===== config.mk =====
export PLATFORM = sky130hd
export DESIGN_NAME = pc_gen_unit
export DESIGN_NICKNAME = d
export VERILOG_FILES = /design/src/rtl/pc_gen_unit_pkg.sv /design/src/rtl/pc_target_sel.sv /design/src/rtl/pc_gen_unit.sv
export SDC_FILE = /design/constraint.sdc
export NUM_CORES = 1
export LEC_CHECK = 0
export ABC_CLOCK_PERIOD_IN_PS = 2400
export BUFFER_PORTS_ARGS = -buffer_cell sky130_fd_sc_hd__buf_2
export CAP_MARGIN = 5
export CORE_MARGIN = 3
export CORE_UTILIZATION = 45
export DETAILED_ROUTE_END_ITERATION = 10
export PLACE_DENSITY_LB_ADDON = 0.2
export SYNTH_ARGS = -nofsm -noshare
export SYNTH_HDL_FRONTEND = slang
export SYNTH_SLANG_ARGS = --single-unit

===== constraint.sdc =====
create_clock -name clk_in -period 2.4 [get_ports clk_in]
set_input_delay 0.24 -clock clk_in [delete_from_list [all_inputs] [get_ports clk_in]]
set_output_delay 0.24 -clock clk_in [all_outputs]
set_load 0.005 [all_outputs]

===== src/rtl/pc_gen_unit_pkg.sv =====
// Shared definitions for the PC generation stage.
// Contents: opcode[6:2] constants for control-transfer instructions, the
// default boot address, the FSM state encoding and the redirect priority
// levels used by the pending-redirect buffer.
package pc_gen_unit_pkg;

  localparam logic [4:0] OP_BRANCH = 5'b11000;
  localparam logic [4:0] OP_JAL    = 5'b11011;
  localparam logic [4:0] OP_JALR   = 5'b11001;

  localparam logic [31:0] BOOT_ADDR_DEFAULT = 32'h0000_0000;

  typedef enum logic {
    S_BOOT,
    S_RUN
  } state_e;

  // Ordered so that a numerically larger value is a higher-priority redirect.
  typedef enum logic [2:0] {
    PRIO_NONE,
    PRIO_BRANCH,
    PRIO_JUMP,
    PRIO_MRET,
    PRIO_TRAP
  } prio_e;

endpackage


===== src/rtl/pc_target_sel.sv =====
// Combinational redirect priority mux and target alignment.
// Optional feature macro: MISALIGN_TRAP_EN (misaligned jump/branch targets
// are flagged and suppressed instead of being forced to word alignment).
// Ports:
//   run            - FSM is in S_RUN (redirects are ignored otherwise)
//   pc_plus_4      - sequential fetch address
//   opcode_6_to_2, branch_taken, iadder - execute-stage control transfer
//   trap_taken, trap_address, mret, epc  - trap entry / return
//   pend_valid, pend_target              - buffered redirect from a stall
//   next_pc        - selected fetch address
//   new_redirect   - a redirect is requested by this cycle's inputs
//   new_prio       - priority of that redirect
//   new_target     - its (aligned) target
//   redirect       - next_pc is a redirect target (new or pending)
//   misaligned     - selected jump/branch target has bit 1 set
module pc_target_sel
  import pc_gen_unit_pkg::*;
#(
  parameter logic [31:0] BOOT_ADDR = BOOT_ADDR_DEFAULT
) (
  input  logic        run,
  input  logic [31:0] pc_plus_4,
  input  logic [4:0]  opcode_6_to_2,
  input  logic        branch_taken,
  input  logic [31:0] iadder,
  input  logic        trap_taken,
  input  logic [31:0] trap_address,
  input  logic        mret,
  input  logic [31:0] epc,
  input  logic        pend_valid,
  input  logic [31:0] pend_target,
  output logic [31:0] next_pc,
  output logic        new_redirect,
  output prio_e       new_prio,
  output logic [31:0] new_target,
  output logic        redirect,
  output logic        misaligned
);

  logic [31:0] cand;
  prio_e       cand_prio;

  always_comb begin
    cand      = pc_plus_4;
    cand_prio = PRIO_NONE;
    if (trap_taken) begin
      cand      = trap_address;
      cand_prio = PRIO_TRAP;
    end else if (mret) begin
      cand      = epc;
      cand_prio = PRIO_MRET;
    end else begin
      case (opcode_6_to_2)
        OP_JAL: begin
          cand      = iadder;
          cand_prio = PRIO_JUMP;
        end
        OP_JALR: begin
          cand      = iadder & ~32'h1;
          cand_prio = PRIO_JUMP;
        end
        OP_BRANCH: begin
          if (branch_taken) begin
            cand      = iadder;
            cand_prio = PRIO_BRANCH;
          end
        end
        default: ;
      endcase
    end
  end

  always_comb begin
`ifdef MISALIGN_TRAP_EN
    // Only execute-stage targets are checked; trap/mret targets pass as-is.
    misaligned   = run && cand[1] &&
                   ((cand_prio == PRIO_JUMP) || (cand_prio == PRIO_BRANCH));
    new_redirect = run && (cand_prio != PRIO_NONE) && !misaligned;
    new_target   = cand;
`else
    misaligned   = 1'b0;
    new_redirect = run && (cand_prio != PRIO_NONE);
    new_target   = cand & ~32'h3;
`endif
    new_prio = new_redirect ? cand_prio : PRIO_NONE;
    redirect = new_redirect || (run && pend_valid);

    if (!run) begin
      next_pc = BOOT_ADDR;
    end else if (new_redirect) begin
      next_pc = new_target;
    end else if (pend_valid) begin
      next_pc = pend_target;
    end else begin
      next_pc = pc_plus_4;
    end
  end

endmodule


===== src/rtl/pc_gen_unit.sv =====
// Program-counter generation stage: holds the architectural PC, selects the
// next fetch address, buffers one redirect across fetch stalls and pulses a
// pipeline flush after every redirect.
// Optional feature macro: MISALIGN_TRAP_EN (see pc_target_sel).
// Ports:
//   clk_in, rst_in        - clock, async active-low reset
//   ahb_ready_in          - fetch bus ready; low stalls the PC
//   branch_taken_in, opcode_6_to_2_in, iadder_in - execute-stage redirect
//   trap_taken_in, trap_address_in, mret_in, epc_in - trap entry / return
//   pc_out                - registered current PC
//   pc_plus_4_out         - pc_out + 4 (link value)
//   next_pc_out           - combinational fetch address
//   flush_out             - one-cycle pulse after a redirect is loaded
//   misaligned_instr_out  - selected jump/branch target is misaligned
module pc_gen_unit
  import pc_gen_unit_pkg::*;
#(
  parameter logic [31:0] BOOT_ADDR = BOOT_ADDR_DEFAULT,
  parameter int unsigned XLEN      = 32
) (
  input  logic            clk_in,
  input  logic            rst_in,
  input  logic            ahb_ready_in,
  input  logic            branch_taken_in,
  input  logic [4:0]      opcode_6_to_2_in,
  input  logic [XLEN-1:0] iadder_in,
  input  logic            trap_taken_in,
  input  logic [XLEN-1:0] trap_address_in,
  input  logic            mret_in,
  input  logic [XLEN-1:0] epc_in,
  output logic [XLEN-1:0] pc_out,
  output logic [XLEN-1:0] pc_plus_4_out,
  output logic [XLEN-1:0] next_pc_out,
  output logic            flush_out,
  output logic            misaligned_instr_out
);

  state_e      state_q;
  logic [31:0] pc_q;
  logic        flush_q;
  logic        pend_valid_q;
  logic [31:0] pend_target_q;
  prio_e       pend_prio_q;

  logic        new_redirect;
  prio_e       new_prio;
  logic [31:0] new_target;
  logic        redirect;

  assign pc_out        = pc_q;
  assign pc_plus_4_out = pc_q + 32'd4;
  assign flush_out     = flush_q;

  pc_target_sel #(
    .BOOT_ADDR (BOOT_ADDR)
  ) u_pc_target_sel (
    .run           (state_q == S_RUN),
    .pc_plus_4     (pc_plus_4_out),
    .opcode_6_to_2 (opcode_6_to_2_in),
    .branch_taken  (branch_taken_in),
    .iadder        (iadder_in),
    .trap_taken    (trap_taken_in),
    .trap_address  (trap_address_in),
    .mret          (mret_in),
    .epc           (epc_in),
    .pend_valid    (pend_valid_q),
    .pend_target   (pend_target_q),
    .next_pc       (next_pc_out),
    .new_redirect  (new_redirect),
    .new_prio      (new_prio),
    .new_target    (new_target),
    .redirect      (redirect),
    .misaligned    (misaligned_instr_out)
  );

  always_ff @(posedge clk_in or negedge rst_in) begin
    if (!rst_in) begin
      state_q       <= S_BOOT;
      pc_q          <= BOOT_ADDR;
      flush_q       <= 1'b0;
      pend_valid_q  <= 1'b0;
      pend_target_q <= '0;
      pend_prio_q   <= PRIO_NONE;
    end else begin
      case (state_q)
        S_BOOT: begin
          flush_q <= 1'b0;
          if (ahb_ready_in) begin
            state_q <= S_RUN;
            pc_q    <= next_pc_out;
          end
        end
        S_RUN: begin
          if (ahb_ready_in) begin
            pc_q         <= next_pc_out;
            flush_q      <= redirect;
            pend_valid_q <= 1'b0;
            pend_prio_q  <= PRIO_NONE;
          end else begin
            flush_q <= 1'b0;
            // Keep the most important redirect seen during the stall; a trap
            // always replaces whatever is buffered.
            if (new_redirect && (!pend_valid_q || (new_prio > pend_prio_q) ||
                                 (new_prio == PRIO_TRAP))) begin
              pend_valid_q  <= 1'b1;
              pend_target_q <= new_target;
              pend_prio_q   <= new_prio;
            end
          end
        end
        default: state_q <= S_BOOT;
      endcase
    end
  end

endmodule


Word level (Yosys, flattened, before mapping)
Index checks and enable logic that the tools add are counted.
{"block": "classes", "n_addsub": 1, "magnitude_cmp": 1, "n_eq_ne": 4, "muxes": 21, "bitwise": 2, "n_reduce_logical": 12}
{"operator": "32-bit two-way mux", "count": 7}
{"operator": "32-bit one-hot mux with 3 select lines", "count": 1}
{"operator": "32-bit by 3-bit adder with 32-bit output, second input constant", "count": 1}
{"operator": "5-bit == test, second input constant", "count": 3}
{"operator": "3-bit two-way mux", "count": 5}
{"operator": "1-bit two-way mux", "count": 6}
{"operator": "3-bit one-hot mux with 2 select lines", "count": 1}
{"operator": "3-bit == test, second input constant", "count": 1}
{"operator": "3-bit greater-than comparator", "count": 1}
{"operator": "1-bit logical AND", "count": 3}
{"operator": "1-bit logical OR", "count": 3}
{"operator": "3-bit AND reduction", "count": 1}
{"operator": "3-bit nonzero test", "count": 1}
{"operator": "1-bit inverter", "count": 2}
{"operator": "1-bit one-hot mux with 2 select lines", "count": 1}
{"operator": "2-bit AND reduction", "count": 1}
{"operator": "2-bit nonzero test", "count": 1}
{"operator": "2-bit OR reduction", "count": 1}
{"operator": "1-bit logical NOT", "count": 1}
{"block": "totals", "register_bits": 68}

Longest topological paths before layout
{"block": "logic_depth", "ltp_word": 14, "depth_mapped": 13}

By module
Synthesis repeated with hierarchy kept, for this count alone.
{"block": "hier_totals", "cells_unflattened": 678, "area_unflattened_um2": 6223.5}
{"module": "pc_gen_unit", "n_inst": 1, "cells_each": 264, "area_per_inst_um2": 3453.3}
{"module": "pc_target_sel", "n_inst": 1, "cells_each": 414, "area_per_inst_um2": 2770.2}

Least setup slack after synthesis
OpenSTA, ideal clock, no wires.
{"block": "synth_path", "kind": "input -> register", "from": "in mret_in", "to": "reg pend_target_q[24]", "setup_ns": 0.086, "arrival_ns": 2.682, "required_time_ns": 2.314, "setup_slack_ns": -0.368, "cell_stages": 13, "n_path_buf": 4, "cell_sequence": "clkbuf_1 > clkbuf_1 > clkbuf_1 > a21oi_1 > nor2_1 > ha_1 > nor2b_1 > o21a_1 > o21ai_0 > a211o_1 > clkbuf_1 > nor2_1 > nor3_1"}
{"block": "synth_between", "elab_chain_cells": 10, "word_cells_on_any_way": 13}
{"element": "start, declared", "line_no": "pc_gen_unit.sv:29", "text": "input logic mret_in,"}
{"element": "3-bit two-way mux", "line_no": "pc_target_sel.sv:49", "text": "end else if (mret) begin"}
{"element": "3-bit two-way mux", "line_no": "pc_target_sel.sv:46", "text": "if (trap_taken) begin"}
{"element": "3-bit nonzero test", "line_no": "pc_target_sel.sv:82", "text": "new_redirect = run && (cand_prio != PRIO_NONE);"}
{"element": "1-bit logical AND", "line_no": "pc_target_sel.sv:82"}
{"element": "3-bit two-way mux", "line_no": "pc_target_sel.sv:85", "text": "new_prio = new_redirect ? cand_prio : PRIO_NONE;"}
{"element": "3-bit greater-than comparator", "line_no": "pc_gen_unit.sv:103", "text": "if (new_redirect && (!pend_valid_q || (new_prio > pend_prio_q) ||"}
{"element": "1-bit logical OR (2 in a row)", "line_no": "pc_gen_unit.sv:103"}
{"element": "1-bit logical AND", "line_no": "pc_gen_unit.sv:103"}
{"element": "3-bit AND reduction (no source line)"}
{"element": "end signal, assigned", "line_no": "pc_gen_unit.sv:106", "text": "pend_target_q <= new_target;"}
{"element": "end, declared", "line_no": "pc_gen_unit.sv:42", "text": "logic [31:0] pend_target_q;"}
Parallel ways exist; a longest one is shown, timed or not.
A chain may end at the register's enable or synchronous reset.

Worst setup path in the final report
{"block": "layout_path", "from": "reg pc_q[14] (netlist: pc_out[14])", "to": "out next_pc_out[28]"}
{"block": "layout_between", "elab_chain_cells": 7, "word_cells_on_any_way": 8}
{"element": "start, declared", "line_no": "pc_gen_unit.sv:39", "text": "logic [31:0] pc_q;"}
{"element": "start signal, assigned", "line_no": "pc_gen_unit.sv:90", "text": "pc_q <= next_pc_out;"}
{"element": "start signal, assigned", "line_no": "pc_gen_unit.sv:95", "text": "pc_q <= next_pc_out;"}
{"element": "32-bit by 3-bit adder with 32-bit output (*)", "line_no": "pc_gen_unit.sv:51", "text": "assign pc_plus_4_out = pc_q + 32'd4;"}
{"element": "32-bit two-way mux", "line_no": "pc_target_sel.sv:63", "text": "if (branch_taken) begin"}
{"element": "32-bit one-hot mux with 3 select lines", "line_no": "pc_target_sel.sv:53", "text": "case (opcode_6_to_2)"}
{"element": "32-bit two-way mux", "line_no": "pc_target_sel.sv:49"}
{"element": "32-bit two-way mux", "line_no": "pc_target_sel.sv:46"}
{"element": "32-bit two-way mux (*)", "line_no": "pc_target_sel.sv:90", "text": "end else if (new_redirect) begin"}
{"element": "32-bit two-way mux (*)", "line_no": "pc_target_sel.sv:88", "text": "if (!run) begin"}
{"element": "end, declared", "line_no": "pc_gen_unit.sv:33", "text": "output logic [XLEN-1:0] next_pc_out,"}
Mark *: on every way between the ends. The rest lies on a longest branch, timed or not.

==> impl_metrics.env <==
export IMPL_r2r_end="pc_out[18]"
export IMPL_wl_um=27200
export IMPL_cts_clk_slew_worst_paths_ns=0.08
export IMPL_seq_area_frac_synth_pct=33.8
export IMPL_synth_cell_types=70
export IMPL_num_vias=7467
export IMPL_synth_edf_count=0
export IMPL_drive_above_1_share_pct=50.6
export IMPL_crit_path_max_incr_delay_ns=0.39
export IMPL_ios=205
export IMPL_start_util_pct=47.5
export IMPL_clockRootBuffer="clkbuf_8"
export IMPL_synth_area_leaders="dfrtp_1, nand2_1, o21ai_0"
export IMPL_synth_top_cell_area_share_pct=33.8
export IMPL_r2r_cells=14
export IMPL_overflow=0
export IMPL_antenna_left=0
export IMPL_clock_sinks=68
export IMPL_drc=0
export IMPL_drv_cap=0
export IMPL_hold_class="in -> reg"
export IMPL_worst_pin_slew_ns=0.776
export IMPL_fmax_mhz=337
export IMPL_yosysTopAreaCell="dfrtp_1"
export IMPL_rows=37
export IMPL_hold_end="pend_target_q[26]"
export IMPL_die_w_um=112
export IMPL_grt_max_degree=40
export IMPL_cp_end_kind="primary output"
export IMPL_timing_final_hold_violations=0
export IMPL_clock_latency_ns=0.38
export IMPL_track_usage_pct=37.3
export IMPL_fin_crit_ns=2.97
export IMPL_required_ns=2.16
export IMPL_place_inst=1027
export IMPL_r2r_slack_ns=-0.39
export IMPL_violations="negative setup slack"
export IMPL_final_core_util_pct=79.5
export IMPL_synth_warnings=0
export IMPL_cts_buffers=9
export IMPL_grt_setup_unrepaired="yes"
export IMPL_antenna_cells=0
export IMPL_grt_pass1_wl_um=37200
export IMPL_min_from="trap_address_in[26]"
export IMPL_vias_per_cell=6.60
export IMPL_startpoint_type="register"
export IMPL_h_tree_depth=3
export IMPL_fin_skew_ns=0.00772
export IMPL_setup_viol_count_final=66
export IMPL_synth_common_cells="nand2_1, dfrtp_1, nor2_1"
export IMPL_crit_chain="buf_4 > nand4_1 > buf_6 > nor4_4 > a41oi_2 > o31ai_1 > o21ai_1 > and2_1 > buf_2"
export IMPL_syn2layout_area_growth_pct=67.5
export IMPL_cts_tree="done"
export IMPL_numPortBuffers=197
export IMPL_arrival_ns=2.73
export IMPL_synthesis_area_sq_um=5030
export IMPL_post_route_period_util_pct=124
export IMPL_first_global_vias=7287
export IMPL_fin_nets=1102
export IMPL_hpwl_um=16100
export IMPL_status="finished with violations"
export IMPL_synthMostInstantiatedCell="nand2_1"
export IMPL_coreArea_sq_um=10600
export IMPL_min_path_cells=3
export IMPL_cts_buffer_depth=2
export IMPL_r2r_start="pc_out[2]"
export IMPL_p_leak_nw=4.06
export IMPL_syn_instance_count=639
export IMPL_firstDrtPassIters=5
export IMPL_ir_drop_v=0.000384
export IMPL_drv_slew=0
export IMPL_final_cells=1131
export IMPL_cp_slowest_cell="dfrtp_1"
export IMPL_slew_headroom_pct=47.7
export IMPL_crit_fanout=6
export IMPL_p_per_area_nw_per_um2=541
export IMPL_wl_per_cell_um=24.0
export IMPL_ys_ff_latch=68
export IMPL_async_reset_ff_share_pct=100
export IMPL_die_y_um=112
export IMPL_synth_ff_type="dfrtp_1"
export IMPL_floorplan_die_area_sq_um=12500
export IMPL_place_congestion=0.973
export IMPL_timing_final_ws_setup_ns=-0.571
export IMPL_drt_iter0_drc=1020
export IMPL_antenna_found_initial=0
export IMPL_synthesis_nets=750
export IMPL_post_synth_cell_area_avg_sq_um=7.88
export IMPL_worstSetupPathType="reg -> out"
[cells by family after synthesis]
group	count (synthesis)	share of synthesized area, %
AOI/OAI and AO/OA	202	26.5
xor gates and xnor gates	24	4.33
adders and majority gates	4	0.995
buffers and inverters	74	5.99
DFF	68	33.8
muxes	19	4.05
other	1	0.0745
and+or+nand+nor	247	24.3
[per-layer routing]
layer | global-route usage, % | vias up | wire length, um | share of wire [%]
li1 | - | 3014 | - | -
met4 | 21.4 | 0 | 2390 | 8.8
met5 | 0 | - | 0 | 0
met3 | 9.57 | 257 | 3520 | 13
met2 | 62.2 | 803 | 12200 | 45
met1 | 43.5 | 3393 | 9040 | 33
[cell usage in the layout, fill, tap and decap left out, types with 8 or more instances in the layout]
master,instances
nor2_1,51
mux2i_1,8
mux2_2,9
nand4_1,14
nand2b_1,15
nand2_1,79
a21oi_1,43
buf_2,189
nor4_4,8
buf_6,34
o21ai_0,40
clkbuf_8,11
xor2_2,10
a31oi_1,11
o211ai_1,11
dfrtp_1,65
buf_4,162
inv_1,21
nand3_1,18
[how the worst max path moves through the flow]
stage                        startpoint                end  slack (ns)
CTS                           pc_out[3]    next_pc_out[24]       -0.39
detailed placement  opcode_6_to_2_in[2]  pend_target_q[14]       -0.09
floorplan                     pc_out[2]    next_pc_out[24]        0.01
finish                       pc_out[14]    next_pc_out[28]       -0.57
global route                 pc_out[14]    next_pc_out[28]       -0.74
global placement             pc_out[11]    next_pc_out[29]       -0.04
[per-stage QoR]
step / hold slack (ns) / worst slack (ns) / area, sq um / total power [mW] / TNS, ns
floorplan: -0.0556 / 0.0119 / 5060 / 2.20 / 0
global placement: 0.206 / -0.0427 / 6820 / 2.98 / -0.0819
detailed placement: 0.216 / -0.0929 / 6820 / 3.03 / -0.801
CTS: 0.174 / -0.390 / 7920 / 4.18 / -6.68
global route: 0.181 / -0.736 / 8430 / 4.73 / -19.01
finish: 0.157 / -0.571 / 8430 / 4.56 / -13.24
[critical path: cells and delay by family (launching register included)]
kind	cells	cell delay (ns)
AND/OR/NAND/NOR	3	0.79
AO/OA/AOI/OAI	3	0.63
buffers and inverters	3	0.55
flip-flops	1	0.39
[area by class of cell]
type                    instances  area [sq um]
clock buffers                  13           159
clock inverters                 2          10.0
fillers                       651          2170
inverters                      25          93.8
multi-input cells             497          3660
flip-flops and latches         68          1710
well taps                     136           170
repair buffers                390          2640
[flip-flops by register name (all words and copies together) (netlist names)]
| signal | flops |
|---|---|
| state_q | 1 |
| pend_prio_q | 3 |
| flush_out | 1 |
| pend_valid_q | 1 |
| pend_target_q | 30 |
| pc_out | 32 |
[what timing repair did]
action / in CTS / in global routing
gates resized for setup: 83 / 64
endpoints found under the setup margin: 36 / 73
hold buffers: 1 / 0
gates cloned: 0 / 0
pin swaps: 63 / 60
endpoints found under the hold margin: 16 / 0
setup buffers: 65 / 31
[power by group]
group / switching (mW) / internal [mW]
registers: 0.159 / 1.32
clock network: 0.483 / 0.424
logic: 1.13 / 1.05
(Power assumes the default switching activity.)
